### config.mk
export PLATFORM = sky130hd
export DESIGN_NAME = regfile_scoreboard
export DESIGN_NICKNAME = d
export VERILOG_FILES = /design/src/rtl/regfile_scoreboard.sv
export SDC_FILE = /design/constraint.sdc
export NUM_CORES = 1
export LEC_CHECK = 0
export ABC_AREA = 0
export CAP_MARGIN = 25
export CORE_ASPECT_RATIO = 1.5
export CORE_MARGIN = 2
export CORE_UTILIZATION = 46
export CTS_CLUSTER_SIZE = 30
export DETAILED_ROUTE_END_ITERATION = 10
export HOLD_SLACK_MARGIN = 0.12
export PLACE_DENSITY = 0.76
export SLEW_MARGIN = 20
export SYNTH_ARGS = -nofsm -noshare
export SYNTH_HDL_FRONTEND = slang
export SYNTH_SLANG_ARGS = --single-unit
export TNS_END_PERCENT = 20
### constraint.sdc
create_clock -name clk -period 1.67 [get_ports clk]
set_input_delay 0.2505 -clock clk [delete_from_list [all_inputs] [get_ports clk]]
set_output_delay 0.2505 -clock clk [all_outputs]
set_load 0.05 [all_outputs]
### src/rtl/regfile_scoreboard.sv
// ---------------------------------------------------------------------------
// regfile_scoreboard
//   Parametrised CPU register file with a per-register busy scoreboard.
//   Two combinational read ports, one synchronous write port, optional
//   hardwired-zero register 0 and optional write-to-read bypass. A reserve
//   handshake lets a multi-cycle op mark its destination pending until the
//   matching write lands.
//
// Ports
//   clk, rst           clock (posedge) and asynchronous active-high reset
//   we/waddr/wdata     writeback port
//   rs1/rs2            read addresses
//   rs1_data/rs2_data  read data (combinational)
//   rs1_busy/rs2_busy  pending-write flag of the addressed register
//   rsv_valid/rsv_addr reserve request
//   rsv_ready          reservation accepted this cycle (combinational)
//   busy_vec           registered busy bits, bit i = register i
//   reg_dump           registered contents, reg i at [i*DATA_W +: DATA_W]
// ---------------------------------------------------------------------------
module regfile_scoreboard #(
   parameter int DATA_W   = 8,
   parameter int NUM_REGS = 4,
   parameter int ADDR_W   = $clog2(NUM_REGS),
   parameter bit ZERO_REG = 1'b0,
   parameter bit BYPASS   = 1'b1
) (
   input  logic                       clk,
   input  logic                       rst,
   input  logic                       we,
   input  logic [ADDR_W-1:0]          waddr,
   input  logic [DATA_W-1:0]          wdata,
   input  logic [ADDR_W-1:0]          rs1,
   input  logic [ADDR_W-1:0]          rs2,
   output logic [DATA_W-1:0]          rs1_data,
   output logic [DATA_W-1:0]          rs2_data,
   output logic                       rs1_busy,
   output logic                       rs2_busy,
   input  logic                       rsv_valid,
   input  logic [ADDR_W-1:0]          rsv_addr,
   output logic                       rsv_ready,
   output logic [NUM_REGS-1:0]        busy_vec,
   output logic [NUM_REGS*DATA_W-1:0] reg_dump
);

   logic [DATA_W-1:0] mem [NUM_REGS];
   logic              wr_ok;
   logic              rsv_take;
   logic              rs1_hit;
   logic              rs2_hit;

   // An address names real storage only if it is in range and is not the
   // hardwired zero register; everything else reads 0 and is never busy.
   function automatic logic addr_ok(input logic [ADDR_W-1:0] a);
      logic ok;
      ok = ({1'b0, a} < (ADDR_W+1)'(NUM_REGS));
      if (ZERO_REG && (a == {ADDR_W{1'b0}})) begin
         ok = 1'b0;
      end else begin
         ok = ok;
      end
      return ok;
   endfunction

   // Write qualification, bypass hits and the reserve handshake.
   always_comb begin
      wr_ok     = we & addr_ok(waddr);
      rs1_hit   = BYPASS & wr_ok & (waddr == rs1);
      rs2_hit   = BYPASS & wr_ok & (waddr == rs2);
      rsv_ready = 1'b1;
      if (addr_ok(rsv_addr)) begin
         // a same-cycle write frees the register, so it may be re-reserved
         rsv_ready = ~busy_vec[rsv_addr] | (wr_ok & (waddr == rsv_addr));
      end else begin
         rsv_ready = 1'b1;
      end
      rsv_take = rsv_valid & rsv_ready & addr_ok(rsv_addr);
   end

   // Read port 1: bypass first, then storage, else zero.
   always_comb begin
      rs1_data = {DATA_W{1'b0}};
      rs1_busy = 1'b0;
      if (rs1_hit) begin
         rs1_data = wdata;
      end else if (addr_ok(rs1)) begin
         rs1_data = mem[rs1];
         rs1_busy = busy_vec[rs1];
      end else begin
         rs1_data = {DATA_W{1'b0}};
      end
   end

   // Read port 2: bypass first, then storage, else zero.
   always_comb begin
      rs2_data = {DATA_W{1'b0}};
      rs2_busy = 1'b0;
      if (rs2_hit) begin
         rs2_data = wdata;
      end else if (addr_ok(rs2)) begin
         rs2_data = mem[rs2];
         rs2_busy = busy_vec[rs2];
      end else begin
         rs2_data = {DATA_W{1'b0}};
      end
   end

   // Register storage and scoreboard; a reserve beats a same-cycle write
   // on the busy bit so the new owner keeps the register pending.
   always_ff @(posedge clk or posedge rst) begin
      if (rst) begin
         for (int i = 0; i < NUM_REGS; i++) begin
            mem[i] <= {DATA_W{1'b0}};
         end
         busy_vec <= {NUM_REGS{1'b0}};
      end else begin
         for (int i = 0; i < NUM_REGS; i++) begin
            if (wr_ok && (waddr == ADDR_W'(i))) begin
               mem[i] <= wdata;
            end
            if (rsv_take && (rsv_addr == ADDR_W'(i))) begin
               busy_vec[i] <= 1'b1;
            end else if (wr_ok && (waddr == ADDR_W'(i))) begin
               busy_vec[i] <= 1'b0;
            end
         end
      end
   end

   // Flatten storage for the debug dump (no bypass applied).
   always_comb begin
      reg_dump = {(NUM_REGS*DATA_W){1'b0}};
      for (int i = 0; i < NUM_REGS; i++) begin
         reg_dump[i*DATA_W +: DATA_W] = mem[i];
      end
   end

endmodule

* Word level (Yosys, flattened, before mapping)
Index checks and enable logic that the tools add are counted. W data, S select, Z words.
Operators by class: equality and inequality tests 9, reduce and logical (&&, ||, !) cells 14, magnitude comparators 5, bitwise gates (word level) 8, mux-type cells 30
Operators with widths (number):
- $mux W8 | 8
- $bmux W8 S2 | 2
- $mux W1 | 17
- $lt A2 B3 Y1 const B | 3
- $eq A2 B2 Y1 const B | 4
- $logic_and A1 B1 Y1 | 8
- $reduce_bool A2 Y1 | 4
- $bmux W1 S2 | 3
- $eq A2 B2 Y1 | 3
- $ge A3 B3 Y1 const B | 2
- $not A2 Y3 | 2
- $and A1 B1 Y1 | 4
- $eq A2 B1 Y1 const B | 2
- $logic_not A2 Y1 | 2
- $not A1 Y1 | 1
- $or A1 B1 Y1 | 1
Word-level totals: input port bits 20, word-level logic and storage cells 74, register bits after elaboration 36

* Depth between registers and ports, before layout
Gate-level depths: netlist of the first run.
word-level depth 7, gate-level depth with buffers 4, mapped depth without buffers 3

* Worst setup path before layout of the first run
OpenSTA, ideal clock, no wires.
kind register -> output, from register busy_vec[1], to output rs1_busy, stages on the path, launching flop included 3, path slack -0.034 ns, required time 1.419 ns, buffers on the path 0, arrival time 1.453 ns, cells stage by stage dfrtp_1 mux4_1 and2_1
On the way: longest elaborated chain between the ends 4
RTL lines:
- start, declared | line 41 | output logic [NUM_REGS-1:0] busy_vec,
- start signal, assigned | line 114 | busy_vec <= {NUM_REGS{1'b0}};
- $bmux W1 S2 | line 87 | rs1_busy = busy_vec[rs1];
- $mux W1 (not written as such) | line 87
- $mux W1 | line 85 | end else if (addr_ok(rs1)) begin
- $mux W1 | line 83 | if (rs1_hit) begin
- end, declared | line 36 | output logic rs1_busy,
Every way passes these cells. The select of a mux whose other input is x is not followed.

* Worst setup path in the final report of the first run
from register mem (netlist bit reg_dump[26]), to output rs2_data[2]
On the way: longest elaborated chain between the ends 5
RTL lines:
- start, declared | line 45 | logic [DATA_W-1:0] mem [NUM_REGS];
- start signal, assigned by index | line 112 | mem[i] <= {DATA_W{1'b0}};
- start signal, assigned by index | line 118 | mem[i] <= wdata;
- $bmux W8 S2 | line 100 | rs2_data = mem[rs2];
- $mux W8 (not written as such) (2 in series) | line 100
- $mux W8 | line 99 | end else if (addr_ok(rs2)) begin
- $mux W8 | line 97 | if (rs2_hit) begin
- end, declared | line 35 | output logic [DATA_W-1:0] rs2_data,
Every way passes these cells. The select of a mux whose other input is x is not followed.

==> impl_metrics.toml, run 1 <==
[sta]
slew_violations = 0
setup_viol = 19
fin_crit_ps = 1900
clock.fmax_mhz = 526
finalClockSkew_ps = 0
timing.hold.ws_ps = 373
tightestPinTransition_ps = 503
fin_ws_ps = -232
timing.slew.headroom_pct = 66.5
post-route-period-util_pct = 114
rsz0062_at_grt = "true"
fin_setup_tns_ps = -3150
hold_viol = 0

[worst_setup_path]
slowest_delay_ps = 510
worstPathArrival_ps = 1650
crit_required_ps = 1420
worst_setup_path_end_kind = "primary output"
start_kind = "register"
path_cells = "mux4_2 > mux2_4 > buf_6"
slowest_stage = "mux4_2"
critPathKind = "reg2out"
crit_fanout = 4

[cells_and_area]
final_nets = 271
drive_above_1_share_pct = 72.2
regArea_um2 = 905
finish.utilization_pct = 71.8
fill_cells = 371
area_delta_synth_final_pct = 50.8
fin_cells = 318
n_antenna_cell = 0
multi_input_area_um2 = 1380

[synthesis]
avgSynthCellArea_um2 = 15.9
synth_seq_area_share_pct = 39.4
syn_area_um2 = 2290
yosysWarnings = 0
ys_ff_latch = 36
syn_nets = 164
yosys.cell_types.count = 25
synth_cells = 144

[clock_tree]
insertion_delay_ps = 280
clk_root_buffer_cell = "clkbuf_8"
tritoncts = "done"
clk_pin_slew_worst_paths_ps = 80
cts-htree-levels = 2
numCtsBuffers = 5
cts_hold_buffers = 0
max-clock-path-buffers = 2
cts.sinks = 36

[power_and_ir_drop]
p_total_mw = 4.37
p_comb_share_pct = 58.3
p_seq_share_pct = 28.1
swShare_pct = 44.9
ir_worst_vdd_v = 0.000711
power_per_cell_area_nw_per_um2 = 1270
internal-power_mw = 2.41
p_leak_nw = 1.55
p_sw_mw = 1.96
p_clk_share_pct = 13.7

[detailed_routing]
drtPass1Iterations = 4
vias_per_cell = 5.55
drt-total-wl_mm = 6.16
wl_met2_mm = 3.48
wl_met3_um = 235
drc = 0
postRouteAntennaNets = 0
vias = 1765
routed.top_layer = "met4"
wl_met1_mm = 2.27
drt_iter0_drc = 75
wire_per_inst_um = 19.4

[global_routing]
antenna_found_initial = 0
grt_pass1_wl_mm = 9.98
grt-ovfl-total = 0
grt_max_degree = 37
grt_util_all_layers_pct = 24.6
grt_pass1_vias = 1844

[die]
dieArea_um2 = 5570
io_pins = 75
die_w_um = 61.6
row_count = 31
core_um2 = 4810
start_util_pct = 47.6
die_h_um = 90.4

[place]
dp.cells = 297
dp_hpwl_mm = 4.23
gp_congestion = 0.797
port_buffers = 74

[min_path]
hp-class = "in2async"

[outcome]
status = "complete, but fails checks"
violations = "negative setup slack"

[job]
max-cap-violations = 0
## cell families after synthesis
group / count (synthesis) / share of synthesized area (%)
flops: 36 / 39.4
simple gates: 18 / 6.56
compound gates: 6 / 1.64
mux: 68 / 45.8
buf+inv: 10 / 3.06
xor+xnor: 6 / 3.61
## synthesized netlist by cell type
cell | n | area share [%]
dfrtp_1 | 36 | 39
mux2_2 | 33 | 16
mux4_2 | 17 | 17
mux2_4 | 16 | 10
nand2_1 | 5 | 0.82
xnor2_2 | 4 | 2.8
buf_6 | 3 | 1.5
inv_1 | 3 | 0.49
a31oi_1 | 2 | 0.55
and2_1 | 2 | 0.55
buf_2 | 2 | 0.44
buf_4 | 2 | 0.66
mux4_1 | 2 | 2.3
nand3_1 | 2 | 0.44
nand3_4 | 2 | 1.5
nand3b_2 | 2 | 0.98
o21ai_0 | 2 | 0.44
xnor2_1 | 2 | 0.77
nand3_2 | 1 | 0.44
nand3b_1 | 1 | 0.33
nor3b_4 | 1 | 0.82
o211ai_1 | 1 | 0.33
o31ai_1 | 1 | 0.33
or2_2 | 1 | 0.27
or3b_1 | 1 | 0.38
## cells in the final DEF, fill, tap and decap left out
| cell type | count |
|---|---|
| buf_4 | 60 |
| mux2_2 | 33 |
| dfrtp_1 | 33 |
| mux4_2 | 19 |
| buf_6 | 19 |
| mux2_4 | 16 |
| clkdlybuf4s50_1 | 12 |
| clkbuf_8 | 5 |
| nand2_1 | 4 |
| nand3_4 | 4 |
| dlygate4sd2_1 | 4 |
| buf_12 | 4 |
| inv_1 | 3 |
| dfrtp_2 | 3 |
| nand3b_2 | 2 |
| xnor2_1 | 2 |
| a31oi_1 | 2 |
| o21ai_0 | 2 |
| nand3_1 | 2 |
| xnor2_2 | 2 |
| xnor2_4 | 2 |
| and2_4 | 2 |
| clkbuf_1 | 2 |
| buf_16 | 2 |
| clkdlybuf4s15_2 | 2 |
| nand3_2 | 1 |
| nor3b_4 | 1 |
| nand3b_1 | 1 |
| o31ai_1 | 1 |
| or3b_1 | 1 |
| or2_2 | 1 |
| o211ai_1 | 1 |
| nand2_2 | 1 |
| clkinv_2 | 1 |
| buf_2 | 1 |
| buf_8 | 1 |
## power groups by stage
stage,Sequential (mW),Clock (mW),Combinational [mW]
3_5_place_dp,1.24,0,2.35
4_1_cts,1.22,0.603,2.54
6_report,1.23,0.598,2.55
5_1_grt,1.25,0.658,2.65
3_3_place_gp,1.21,0,2.32
2_1_floorplan,1.80,0,1.08
## registers in the layout, indices dropped and copies added (netlist names)
name and count:
reg_dump 32, busy_vec 4
## through the flow
step / worst slack (ps) / instance area [µm²]
floorplan: -22.7 / 2290
global route: -266 / 3450
detailed placement: -505 / 3120
finish: -232 / 3450
CTS: -229 / 3430
global placement: -461 / 3120
## worst max-delay path: cells and delay by family (launching register included)
kind	cells	cell delay, ps
mux	2	790
flops	1	430
buf+inv	1	150
## cell type report
| type | instances | share of cell area (%) |
|---|---|---|
| clock buffer | 7 | 2.21 |
| clock inverter | 1 | 0.145 |
| inverter | 3 | 0.326 |
| multi-input combinational | 100 | 39.8 |
| sequential | 36 | 26.2 |
| tap | 66 | 2.39 |
| timing repair buffer | 105 | 28.9 |
## timing repair
action | in CTS | in global routing
buffers inserted | 6 | 2
pin swaps | 8 | 2
gates resized for setup | 46 | 3
gates cloned | 5 | 0
endpoints found under the setup margin | 19 | 19
## routing by layer
layer,up-vias,GRT usage (%)
li1,777,-
met1,918,29.4
met2,58,42.4
met3,12,4.30
met5,-,0
met4,0,8.69
## worst paths after layout
path	start	end	slack, ps	cells past startpoint
setup / recovery	reg_dump[26]	rs2_data[2]	-230	3
hold / removal	rst	reg_dump[11]	370	3
setup reg to reg	busy_vec[3]	busy_vec[3]	760	2
hold reg to reg	reg_dump[12]	reg_dump[12]	560	1
max in group asynchronous	rst	busy_vec[3]	940	3
min in group clk	reg_dump[12]	reg_dump[12]	560	1
Power figures use the tool's default switching activity.
==> run 2, diff against run 1 <==
PLACE_DENSITY = 0.82   (was 0.76)
==> run 2 against run 1 <==
Against the previous run:
- the flow still finishes with violations (negative setup slack)
- via count is 3.2% higher
- combinational power is 3% higher
- wire length is 4.1% higher
- critical path type unchanged
==> impl_metrics.toml, run 2 (synthesized netlist as in run 1, its figures left out) <==
[global_routing]
grt-ovfl-total = 0
antenna_found_initial = 0
grt_pass1_vias = 1797
grt_util_all_layers_pct = 25.0
grt_max_degree = 34
grt_pass1_wl_mm = 10.1

[detailed_routing]
wl_met1_mm = 2.54
drt_iter0_drc = 56
wl_met3_um = 199
wire_per_inst_um = 19.5
drt-total-wl_mm = 6.41
drtPass1Iterations = 4
postRouteAntennaNets = 0
wl_met2_mm = 3.50
vias = 1821
vias_per_cell = 5.55
routed.top_layer = "met4"
drc = 0

[worst_setup_path]
crit_fanout = 4
critPathKind = "reg2out"
worst_setup_path_end_kind = "primary output"
worstPathArrival_ps = 1630
crit_required_ps = 1420
start_kind = "register"

[cells_and_area]
n_antenna_cell = 0
area_delta_synth_final_pct = 54.0
final_common_cell = "buf_4"
multi_input_area_um2 = 1360
regArea_um2 = 903
largest_reg_flops = 32
fin_cells = 328
final_cell_mix = "buf_4, dfrtp_1, mux2_2"
final_nets = 282
fill_cells = 335
drive_above_1_share_pct = 73.7

[sta]
slew_violations = 0
tightestPinTransition_ps = 446
rsz0062_at_grt = "true"
setup_viol = 19
fin_crit_ps = 1880
post-route-period-util_pct = 113
fin_ws_ps = -211
fin_setup_tns_ps = -3290
clock.fmax_mhz = 532
hold_viol = 0
timing.slew.headroom_pct = 70.2
finalClockSkew_ps = 0

[die]
start_util_pct = 47.6
die_h_um = 90.4
core_um2 = 4810
io_pins = 75
row_count = 31
die_w_um = 61.6
dieArea_um2 = 5570

[power_and_ir_drop]
internal-power_mw = 2.45
p_seq_share_pct = 27.8
power_per_cell_area_nw_per_um2 = 1260
p_sw_mw = 1.98
ir_worst_vdd_v = 0.000780
p_clk_share_pct = 13.1
p_leak_nw = 1.61
p_comb_share_pct = 59.1
swShare_pct = 44.7

[clock_tree]
insertion_delay_ps = 290
max-clock-path-buffers = 2
numCtsBuffers = 5
cts-htree-levels = 2
clk_pin_slew_worst_paths_ps = 70
cts.sinks = 36
tritoncts = "done"
clk_root_buffer_cell = "clkbuf_8"

[outcome]
violations = "negative setup slack"
status = "complete, but fails checks"

[job]
max-cap-violations = 0

[place]
port_buffers = 74
dp_hpwl_mm = 4.17
gp_congestion = 0.809
dp.cells = 300

[min_path]
hp-class = "in2async"
## run 2: through the flow
stage          utilization, %  hold WS, ps  setup slack, ps  power, mW  cell area [µm²]
5_1_grt                  73.3          187             -248       4.61             3520
2_1_floorplan               -          344            -22.7       2.87             2290
3_5_place_dp             65.6          480             -484       3.60             3150
4_1_cts                  72.2          165             -185       4.38             3470
6_report                 73.3          163             -211       4.43             3520
3_3_place_gp             65.6          474             -472       3.55             3150
## run 2: worst max-delay path, cell delays in order (launching register included)
cell and delay, ps:
dfrtp_1 420, mux4_2 480, mux2_4 280, buf_6 150
## run 2: final timing paths
path | endpoint | slack [ps] | startpoint | cells after the start
max | rs1_data[1] | -210 | reg_dump[1] | 3
min | reg_dump[29] | 160 | rst | 2
max reg2reg | busy_vec[3] | 640 | busy_vec[3] | 3
min reg2reg | busy_vec[1] | 560 | busy_vec[1] | 2
max in group asynchronous | busy_vec[1] | 1060 | rst | 3
min in group clk | busy_vec[1] | 560 | busy_vec[1] | 2
## run 2: power by group through the flow
stage                     registers [mW]  clock network [mW]  logic (mW)
after global placement              1.22                   0        2.33
after detailed placement            1.23                   0        2.37
after floorplan                     1.80                   0        1.08
after CTS                           1.22               0.589        2.57
final                               1.23               0.581        2.62
after global routing                1.26               0.638        2.72
## run 2: layer usage
layer | up-vias | track usage, %
met3 | 15 | 4.30
li1 | 809 | -
met1 | 938 | 32.6
met2 | 59 | 41.3
met5 | - | 0
met4 | 0 | 7.62
## run 2: what timing repair did
item | 4_1_cts | 5_1_grt
buffers inserted | 10 | 7
pin swaps | 6 | 0
resized for setup | 45 | 2
gates cloned | 4 | 0
setup endpoints to repair | 19 | 19
hold buffers | 0 | 0
## run 2: final cells by class
| class | instances | share of cell area (%) |
|---|---|---|
| flip-flops and latches | 36 | 25.6 |
| inverters | 3 | 0.320 |
| clock buffers | 6 | 2.06 |
| multi-input cells | 100 | 38.7 |
| clock inverters | 1 | 0.142 |
| repair buffers | 116 | 30.8 |
| well taps | 66 | 2.34 |
